[src/rtl/mem_arbiter.sv]
// -----------------------------------------------------------------------------
// mem_arbiter
// Arbitrates NUM_MASTERS request/ack masters onto one shared memory bus.
// Arbitration is round-robin (RR_MODE=1) or fixed lowest-index priority
// (RR_MODE=0). The winner is registered into grant, and the owner's request
// and payload are then passed straight through to the shared bus until it is
// acked or the owner aborts.
//
// Optional feature macro: MEM_ARBITER_LOCK_EN
//   When defined, an owner that holds m_lock high at its s_ack keeps the bus
//   for its next access with no IDLE cycle. When undefined, m_lock is ignored.
//
// Ports (N = NUM_MASTERS, B = DATA_WIDTH/8):
//   clk, reset      clock, synchronous active-low reset
//   m_addr          N x word address (master i in slice i)
//   m_data_out      N x write data
//   m_data_in       read data broadcast to all masters
//   m_access        N request bits
//   m_ack           N completion bits (combinational from s_ack)
//   m_wr_en         N write flags
//   m_bytesel       N x B byte enables
//   m_lock          N bus lock requests
//   s_addr, s_data_out, s_wr_en, s_bytesel, s_access   shared bus outputs
//   s_data_in, s_ack                                    shared bus inputs
//   grant           index of the current owner (debug)
// -----------------------------------------------------------------------------
module mem_arbiter #(
    parameter int unsigned NUM_MASTERS = 2,
    parameter int unsigned ADDR_WIDTH  = 19,
    parameter int unsigned DATA_WIDTH  = 16,
    parameter int unsigned RR_MODE     = 1
) (
    input  logic                                       clk,
    input  logic                                       reset,
    input  logic [NUM_MASTERS*ADDR_WIDTH-1:0]          m_addr,
    input  logic [NUM_MASTERS*DATA_WIDTH-1:0]          m_data_out,
    output logic [DATA_WIDTH-1:0]                      m_data_in,
    input  logic [NUM_MASTERS-1:0]                     m_access,
    output logic [NUM_MASTERS-1:0]                     m_ack,
    input  logic [NUM_MASTERS-1:0]                     m_wr_en,
    input  logic [NUM_MASTERS*(DATA_WIDTH/8)-1:0]      m_bytesel,
    input  logic [NUM_MASTERS-1:0]                     m_lock,
    output logic [ADDR_WIDTH:1]                        s_addr,
    output logic [DATA_WIDTH-1:0]                      s_data_out,
    input  logic [DATA_WIDTH-1:0]                      s_data_in,
    output logic                                       s_access,
    input  logic                                       s_ack,
    output logic                                       s_wr_en,
    output logic [DATA_WIDTH/8-1:0]                    s_bytesel,
    output logic [$clog2(NUM_MASTERS)-1:0]             grant
);

    localparam int unsigned BE_WIDTH    = DATA_WIDTH / 8;
    localparam int unsigned GRANT_WIDTH = $clog2(NUM_MASTERS);

    typedef enum logic {
        IDLE  = 1'b0,
        OWNED = 1'b1
    } state_t;

    state_t                 state_q, state_d;
    logic [GRANT_WIDTH-1:0] grant_q, grant_d;
    logic [GRANT_WIDTH-1:0] last_owner_q, last_owner_d;
    logic [GRANT_WIDTH-1:0] winner;
    logic [GRANT_WIDTH-1:0] cand;
    logic                   found;

`ifdef MEM_ARBITER_LOCK_EN
    logic lock_q, lock_d;
`else
    logic unused_lock;
    assign unused_lock = ^m_lock;
`endif

    // Per-master payload views
    logic [ADDR_WIDTH-1:0] addr_a  [NUM_MASTERS];
    logic [DATA_WIDTH-1:0] wdata_a [NUM_MASTERS];
    logic [BE_WIDTH-1:0]   be_a    [NUM_MASTERS];

    for (genvar i = 0; i < NUM_MASTERS; i++) begin : g_unpack
        assign addr_a[i]  = m_addr[i*ADDR_WIDTH +: ADDR_WIDTH];
        assign wdata_a[i] = m_data_out[i*DATA_WIDTH +: DATA_WIDTH];
        assign be_a[i]    = m_bytesel[i*BE_WIDTH +: BE_WIDTH];
    end

    // Winner search: upward from last_owner+1 (round-robin) or from 0 (fixed)
    always_comb begin
        winner = '0;
        found  = 1'b0;
        cand   = '0;
        for (int unsigned k = 0; k < NUM_MASTERS; k++) begin
            if (RR_MODE != 0) begin
                cand = GRANT_WIDTH'((32'(last_owner_q) + 32'd1 + k) % NUM_MASTERS);
            end else begin
                cand = GRANT_WIDTH'(k);
            end
            if (!found && m_access[cand]) begin
                found  = 1'b1;
                winner = cand;
            end
        end
    end

    // State register
    always_ff @(posedge clk) begin
        if (!reset) begin
            state_q      <= IDLE;
            grant_q      <= '0;
            last_owner_q <= GRANT_WIDTH'(NUM_MASTERS - 1);
`ifdef MEM_ARBITER_LOCK_EN
            lock_q       <= 1'b0;
`endif
        end else begin
            state_q      <= state_d;
            grant_q      <= grant_d;
            last_owner_q <= last_owner_d;
`ifdef MEM_ARBITER_LOCK_EN
            lock_q       <= lock_d;
`endif
        end
    end

    // Next-state logic
    always_comb begin
        state_d      = state_q;
        grant_d      = grant_q;
        last_owner_d = last_owner_q;
`ifdef MEM_ARBITER_LOCK_EN
        lock_d       = lock_q;
`endif
        case (state_q)
            IDLE: begin
                if (|m_access) begin
                    state_d = OWNED;
                    grant_d = winner;
                end
            end
            OWNED: begin
                if (!m_access[grant_q]) begin
                    // Abort: round-robin position only advances for a
                    // completed access, which in a locked tenure already
                    // happened at an earlier ack.
                    state_d = IDLE;
`ifdef MEM_ARBITER_LOCK_EN
                    if (lock_q) begin
                        last_owner_d = grant_q;
                    end
                    lock_d = 1'b0;
`endif
                end else if (s_ack) begin
`ifdef MEM_ARBITER_LOCK_EN
                    // last_owner is committed when the tenure ends; no
                    // arbitration happens while locked, so order is unchanged.
                    if (m_lock[grant_q]) begin
                        lock_d = 1'b1;
                    end else begin
                        state_d      = IDLE;
                        last_owner_d = grant_q;
                        lock_d       = 1'b0;
                    end
`else
                    state_d      = IDLE;
                    last_owner_d = grant_q;
`endif
                end
            end
            default: state_d = IDLE;
        endcase
    end

    // Shared bus handshake; gated by reset so nothing leaks while in reset
    always_comb begin
        s_access = 1'b0;
        m_ack    = '0;
        if (reset && (state_q == OWNED)) begin
            s_access       = m_access[grant_q];
            m_ack[grant_q] = s_ack;
        end
    end

    // Payload pass-through from the granted master
    assign s_addr     = addr_a[grant_q];
    assign s_data_out = wdata_a[grant_q];
    assign s_wr_en    = m_wr_en[grant_q];
    assign s_bytesel  = be_a[grant_q];
    assign m_data_in  = s_data_in;
    assign grant      = grant_q;

endmodule

[config.mk]
export PLATFORM = sky130hd
export DESIGN_NAME = mem_arbiter
export DESIGN_NICKNAME = d
export VERILOG_FILES = /design/src/rtl/mem_arbiter.sv
export SDC_FILE = /design/constraint.sdc
export NUM_CORES = 1
export LEC_CHECK = 0
export ABC_AREA = 1
export CORE_AREA = 2 2 67 69
export CTS_BUF_LIST = sky130_fd_sc_hd__clkbuf_4 sky130_fd_sc_hd__clkbuf_8
export CTS_CLUSTER_SIZE = 12
export DETAILED_ROUTE_END_ITERATION = 10
export DIE_AREA = 0 0 69 71
export GPL_ROUTABILITY_DRIVEN = 0
export GPL_TIMING_DRIVEN = 0
export PLACE_DENSITY = 0.8
export SLEW_MARGIN = 30
export SYNTH_ARGS = -nofsm -noshare
export SYNTH_HDL_FRONTEND = slang
export SYNTH_SLANG_ARGS = --single-unit
export TNS_END_PERCENT = 1
[constraint.sdc]
create_clock -name clk -period 1.2 [get_ports clk]
set_input_delay 0.12 -clock clk [delete_from_list [all_inputs] [get_ports clk]]
set_output_delay 0.12 -clock clk [all_outputs]
set_load 0.01 [all_outputs]
* Word-level counts from Yosys, hierarchy flattened
Index checks and enable logic that the tools add are counted.
Storage, ports and cells: register bits 3, output and inout port bits 58, logic and storage cells 48
Operators by class: add/subtract/negate cells 2, magnitude comparators 5, mux-type cells 28, bitwise gates (word level) 3, reductions and logical operators 7
Operator list (number):
- 2-to-1 mux 19 bit | 3
- 2-to-1 mux 16 bit | 3
- 2-to-1 mux 1 bit | 16
- 2-to-1 mux 2 bit | 4
- < comparator 1 x 2 -> 1 bit, second input constant | 3
- logical AND 1 bit | 3
- AND reduction 3 bit | 1
- adder 1 bit, second input constant | 2
- AND 2 bit | 1
- >= comparator 2 bit, second input constant | 1
- NOT 1 -> 2 bit | 1
- case mux 1 bit (2 select lines) | 1
- AND reduction 2 bit | 1
- OR reduction 2 bit | 1
- demux 1 bit (select 1 bit) | 1
- >= comparator 1 bit, second input constant | 1
- zero test 1 bit | 1
- NOT 1 bit | 1

* Depth between registers and ports, before layout
Gate-level depths: netlist of the first run.
depth after elaboration 7, depth in mapped cells 7, gate-level depth less buffers 6

* Worst setup path after synthesis of the first run
OpenSTA, ideal clock, no wires.
kind register to output, start register grant_q (netlist: grant), end output m_ack[1], data arrival time 978 ps, data required time 1080 ps, path slack 102 ps, cell stages (with the launch flop) 5, buffers on the path 2, cell sequence dfxtp_1 -> buf_4 -> inv_4 -> buf_6 -> nor3_1
On the way: cells in the longest elaborated chain, start to end 6, elaborated cells on any way between the ends 7, classes of those cells 2 x order compare; 3 x mux; 1 x bitwise; 1 x reduce/logical
RTL lines:
- start: declaration | line 62 | logic [GRANT_WIDTH-1:0] grant_q, grant_d;
- start signal: assignment | line 115 | grant_q <= grant_d;
- < comparator 1 x 2 -> 1 bit (not written as such) / >= comparator 1 bit (equally long branches) | line 177 | m_ack[grant_q] = s_ack;
- logical AND 1 bit (not written as such) | line 177
- 2-to-1 mux 1 bit (not written as such) | line 177
- demux 1 bit (select 1 bit) (*) | line 177
- AND 2 bit (no line) (*)
- 2-to-1 mux 2 bit (*) | line 175 | if (reset && (state_q == OWNED)) begin
- end: declaration | line 39 | output logic [NUM_MASTERS-1:0] m_ack,
Every way passes the cells marked *; elsewhere a longest branch is shown, timed or not.

* Worst setup path after layout of the first run
start register grant_q (netlist: grant), end output s_addr[12] (netlist bit)
On the way: cells in the longest elaborated chain, start to end 4
RTL lines:
- NOT 1 -> 2 bit (not written as such) | line 182 | assign s_addr = addr_a[grant_q];
- 2-to-1 mux 19 bit (not written as such) (3 in series) | line 182
- end: declaration | line 43 | output logic [ADDR_WIDTH:1] s_addr,
Every way passes these cells. The select of a mux whose other input is x is not followed.

==> results of run 1 <==
-- worst min-delay path, stage by stage (launching register included) --
cell and delay, ns:
dfxtp_1 0.31, nand2_1 0.06, nand2_1 0.04
-- logic make-up (layout without fill, tap and decap cells) --
| kind of cell | after synthesis | in the layout | share of synthesized area [%] |
|---|---|---|---|
| AOI/OAI and AO/OA | 3 | 3 | 1.94 |
| DFF | 3 | 3 | 7.78 |
| and+or+nand+nor | 131 | 131 | 64.7 |
| buffers and inverters | 29 | 178 | 25.6 |
-- final timing paths --
check	startpoint	to	slack (ns)	depth (start not counted)
max reg2reg	grant	grant	0.29	4
min	last_owner_q	last_owner_q	0.46	2
max	grant	s_addr[12]	-0.06	6
min reg2reg	last_owner_q	last_owner_q	0.46	2
-- per-stage QoR --
step	hold WS, ns	TNS [ns]
floorplan	0.262	0
global placement	0.435	-12.87
detailed placement	0.450	-13.14
CTS	0.454	-3.88
global route	0.473	-4.01
finish	0.456	-0.980
-- state kept, by name (all words and copies together) (netlist names) --
register / cells
grant: 1
state_q: 1
last_owner_q: 1
-- layer usage --
metal / track usage [%] / up-vias
li1: - / 777
met1: 16.1 / 607
met2: 29.0 / 74
met3: 3.42 / 9
met4: 6.32 / 0
met5: 0 / -
-- area by class of cell --
cell class	count	area (µm²)
Inverter	4	20.0
Multi-Input combinational cell	134	583
Timing Repair Buffer	146	1300
Buffer	24	208
Tap cell	52	65.1
Fill cell	452	1920
Clock buffer	4	48.8
Sequential cell	3	63.8
-- synthesized netlist by cell type, drive strengths merged --
library cell    n
a21oi           1
and3            1
buf            25
dfxtp           3
inv             4
nand2         123
nand3           2
nor2            3
nor3            2
o21ai           2
-- repair_timing --
action | 4_1_cts | 5_1_grt
cloned | 1 | 0
hold buffers | 0 | 0
pin swaps | 4 | 2
endpoints found under the hold margin | 0 | 0
endpoints found under the setup margin | 42 | 41
setup buffers | 7 | 0
resized for setup | 192 | 21
-- power groups by stage --
| stage | combinational, W | clock [W] | sequential, W |
|---|---|---|---|
| after global routing | 0.000974 | 0.000352 | 0.000117 |
| after detailed placement | 0.000917 | 0 | 0.000113 |
| after floorplan | 0.000313 | 0 | 0.000113 |
| after global placement | 0.000909 | 0 | 0.000112 |
| final | 0.000896 | 0.000332 | 0.000115 |
| after CTS | 0.000874 | 0.000340 | 0.000112 |
==> impl_metrics.env, run 1 <==
export IMPL_dp_hpwl_um=3300
export IMPL_synth_top_area_share_pct=59.8
export IMPL_wirelength_um=3950
export IMPL_final_area_um2=2290
export IMPL_critPathTopFamily="buffers and inverters"
export IMPL_die_y_um=71
export IMPL_topRoutingLayerUsed="met4"
export IMPL_cts_tree="done"
export IMPL_pwr_share_seq_pct=8.6
export IMPL_power_frac_comb_pct=66.7
export IMPL_path_clk_slew_ns=0.03
export IMPL_yosys_top_cells_area="nand2_1, buf_4, dfxtp_1"
export IMPL_synth_seq_area_share_pct=7.78
export IMPL_clock_skew_ns=0.00208
export IMPL_vias=1467
export IMPL_avgSynthCellArea_um2=4.65
export IMPL_nets=415
export IMPL_root_buffer="clkbuf_8"
export IMPL_htree_levels=1
export IMPL_placedCellCount=356
export IMPL_netlist_area_um2=772
export IMPL_dr_pass1_iters=3
export IMPL_pin_count=157
export IMPL_drc_errors=0
export IMPL_fmax_mhz=792
export IMPL_synth_cells=166
export IMPL_clock_latency_ns=0.22
export IMPL_layout_commonest_cell="nand2_1"
export IMPL_cp_data_arrival_time_ns=1.14
export IMPL_grt_pass1_vias=1462
export IMPL_core_region_area_um2=4200
export IMPL_post_drt_wl_per_cell_um=10.7
export IMPL_finalSetupViolCount=30
export IMPL_cts_sinks=3
export IMPL_antenna_found_initial=0
export IMPL_worst_path_max_fanout=7
export IMPL_cts_buffers=3
export IMPL_layout_drive_gt1_share_pct=31.7
export IMPL_critPathCaptureType="output port"
export IMPL_post_place_ws_ns=-0.398
export IMPL_n_antenna_cell=0
export IMPL_power_w=0.00134
export IMPL_viasPerCell=4.00
export IMPL_status="finished with violations"
export IMPL_switching_share_pct=32.6
export IMPL_yosys_area_top_type="nand2_1"
export IMPL_fin_ws_ns=-0.0633
export IMPL_cts_buffer_depth=2
export IMPL_overflow=0
export IMPL_postRouteAntennaNets=0
export IMPL_hold_viol=0
export IMPL_wl_met3_um=287
export IMPL_rows=24
export IMPL_start_kind="flop"
export IMPL_syn2layout_area_growth_pct=196
export IMPL_grt_pass1_wl_um=6200
export IMPL_ys_types=13
export IMPL_synth_seq_cells=3
export IMPL_tightest_slew_ns=0.231
export IMPL_max_cap_violations=0
export IMPL_pwr_share_clk_pct=24.7
export IMPL_wl_met2_um=2120
export IMPL_required_ns=1.08
export IMPL_violations="setup timing"
export IMPL_irDropWorstVdd_v=0.000421
export IMPL_crit_chain="inv_6 -> buf_8 -> buf_4 -> nand2_2 -> nand2_1 -> buf_2"
export IMPL_fp_dieW_um=69
export IMPL_drv_slew=0
export IMPL_ys_warnings_count=0
export IMPL_p_sw_w=0.000438
export IMPL_internal_power_w=0.000905
export IMPL_power_leakage_nw=1.18
export IMPL_rsz0062_at_grt="true"
export IMPL_grt_max_degree=11
export IMPL_period_share_pct=105
export IMPL_layout_common_cells="nand2_1, clkdlybuf4s50_1, buf_2"
export IMPL_synth_fp_nets=265
export IMPL_slowest_delay_ns=0.38
export IMPL_path_class="flop to output port"
export IMPL_instances_no_fill=367
export IMPL_power_density_nw_per_um2=588
export IMPL_placedInstanceArea_um2=2220
export IMPL_fin_util_pct=54.4
export IMPL_port_buffers=138
export IMPL_grt_use_total_pct=15.2
export IMPL_cpMaxStageDelayCell="dfxtp_4"
export IMPL_min_period_ns=1.26
export IMPL_dr_first_iter_drc_count=30
export IMPL_dieArea_um2=4900
export IMPL_critPathBufInv=4
export IMPL_initial_utilization_pct=18.4
export IMPL_m1WireLength_um=1450
export IMPL_max_slew_margin_rel_pct=84.4
export IMPL_worst_hold_path_type="flop to flop"
No activity file was read; power rests on OpenSTA's default activity.
==> run 2, diff against run 1 <==
==> constraint.sdc (replaced) <==
create_clock -name clk -period 1.2 [get_ports clk]
set_input_delay 0.12 -clock clk [delete_from_list [all_inputs] [get_ports clk]]
set_output_delay 0.12 -clock clk [all_outputs]
set_load 0.005 [all_outputs]
==> run 2 against run 1 <==
Net effect:
- the flow still finishes with violations (setup timing)
- via count rose by 3.6%
- global-route usage rose by 0.95 points
- first-iteration DRC count fell by 10%
- critical path depth rose by 1
- highest routed layer unchanged
- design area rose by 4.3%
- wire length rose by 4.9%
- largest cell class unchanged
- clock skew barely moved
- non-clock buffer count rose by 8
==> impl_metrics.env, run 2 (synthesis results as in run 1) <==
export IMPL_dr_first_iter_drc_count=27
export IMPL_port_buffers=138
export IMPL_antenna_found_initial=0
export IMPL_irDropWorstVdd_v=0.000422
export IMPL_core_region_area_um2=4200
export IMPL_clock_latency_ns=0.23
export IMPL_period_share_pct=110
export IMPL_vias=1520
export IMPL_startpoint="grant"
export IMPL_pin_count=157
export IMPL_cts_tree="done"
export IMPL_postRouteAntennaNets=0
export IMPL_power_w=0.00132
export IMPL_holdPathEnd="last_owner_q"
export IMPL_hold_viol=0
export IMPL_worst_hold_path_type="flop to flop"
export IMPL_critPathCaptureType="output port"
export IMPL_dp_hpwl_um=3300
export IMPL_layout_drive_gt1_share_pct=35.3
export IMPL_grt_max_degree=11
export IMPL_syn2layout_area_growth_pct=209
export IMPL_reg2reg_slack_ns=0.21
export IMPL_violations="setup timing"
export IMPL_path_clk_slew_ns=0.03
export IMPL_fmax_mhz=757
export IMPL_layout_common_cells="nand2_1, clkdlybuf4s50_1, buf_2"
export IMPL_cp_data_arrival_time_ns=1.20
export IMPL_instances_no_fill=375
export IMPL_min_period_ns=1.32
export IMPL_rsz0062_at_grt="true"
export IMPL_grt_use_total_pct=16.2
export IMPL_holdPathStages=2
export IMPL_die_y_um=71
export IMPL_worst_path_max_fanout=6
export IMPL_htree_levels=1
export IMPL_max_cap_violations=0
export IMPL_fin_util_pct=56.7
export IMPL_placedCellCount=356
export IMPL_cts_buffer_depth=2
export IMPL_tightest_slew_ns=0.263
export IMPL_dr_pass1_iters=2
export IMPL_layout_commonest_cell="nand2_1"
export IMPL_drc_errors=0
export IMPL_cts_hold_buf=0
export IMPL_drv_slew=0
export IMPL_n_fill_cell=430
export IMPL_rows=24
export IMPL_nets=423
export IMPL_start_kind="flop"
export IMPL_clock_skew_ns=0.00253
export IMPL_r2r_start="grant"
export IMPL_grt_pass1_wl_um=6560
export IMPL_n_antenna_cell=0
export IMPL_finalSetupViolCount=41
export IMPL_wirelength_um=4140
export IMPL_path_class="flop to output port"
export IMPL_dieArea_um2=4900
export IMPL_power_leakage_nw=1.23
export IMPL_reg2reg_depth=7
export IMPL_initial_utilization_pct=18.4
export IMPL_r2r_end="last_owner_q"
export IMPL_post_place_ws_ns=-0.362
export IMPL_hold_path_startpoint="last_owner_q"
export IMPL_root_buffer="clkbuf_8"
export IMPL_required_ns=1.08
export IMPL_max_slew_margin_rel_pct=82.3
export IMPL_power_density_nw_per_um2=554
export IMPL_cts_sinks=3
export IMPL_cts_buffers=3
export IMPL_grt_pass1_vias=1528
export IMPL_overflow=0
export IMPL_status="finished with violations"
export IMPL_hold_ws_ns=0.458
export IMPL_fin_ws_ns=-0.121
export IMPL_fp_dieW_um=69
export IMPL_post_drt_wl_per_cell_um=11.0
export IMPL_viasPerCell=4.05
-- run 2: area by class of cell --
| class | instances | area (µm²) | share of cell area (%) |
|---|---|---|---|
| Clock buffer | 4 | 48.8 | 2.05 |
| Tap cell | 52 | 65.1 | 2.73 |
| Sequential cell | 3 | 61.3 | 2.57 |
| Inverter | 4 | 22.5 | 0.944 |
| Buffer | 25 | 229 | 9.60 |
| Timing Repair Buffer | 153 | 1370 | 57.5 |
| Multi-Input combinational cell | 134 | 587 | 24.6 |
-- run 2: timing repair --
action / in CTS / in global routing
gates resized for setup: 205 / 15
setup endpoints to repair: 41 / 41
buffers inserted: 9 / 0
pin swaps: 8 / 3
gates cloned: 6 / 0
-- run 2: worst max-delay path by stage --
stage / end / slack [ns] / depth (start not counted)
5_1_grt: s_addr[3] / -0.20 / 7
4_1_cts: s_addr[5] / -0.14 / 7
3_5_place_dp: s_access / -0.36 / 5
3_3_place_gp: s_access / -0.38 / 5
2_1_floorplan: s_addr[11] / 0.24 / 6
6_report: s_addr[5] / -0.12 / 7
-- run 2: worst max-delay path, cell delays in order (launching register included) --
cell	delay (ns)
dfxtp_2	0.32
buf_6	0.13
inv_8	0.05
buf_8	0.12
buf_6	0.12
nand2_2	0.05
nand2_2	0.06
buf_2	0.12
-- run 2: stage by stage --
| step | setup TNS [ns] | instance area (µm²) |
|---|---|---|
| after CTS | -4.04 | 2390 |
| after global placement | -11.44 | 2220 |
| after floorplan | 0 | 772 |
| after detailed placement | -11.72 | 2220 |
| after global routing | -5.82 | 2380 |
| final | -3.18 | 2380 |
-- run 2: power breakdown --
| group | leakage [nW] | switching (W) | total (W) | internal (W) |
|---|---|---|---|---|
| sequential | 0.0251 | 0.00000451 | 0.000112 | 0.000108 |
| combinational | 1.18 | 0.000304 | 0.000876 | 0.000572 |
| clock | 0.0262 | 0.0000829 | 0.000333 | 0.000250 |
-- run 2: metal layers --
layer	vias to the layer above	share of wire, %	routed length (µm)	track usage [%]
met1	641	37	1520	17.0
met4	0	2.1	87	6.32
li1	796	-	-	-
met3	9	7.4	305	3.56
met5	-	0	0	0
met2	74	54	2230	31.2
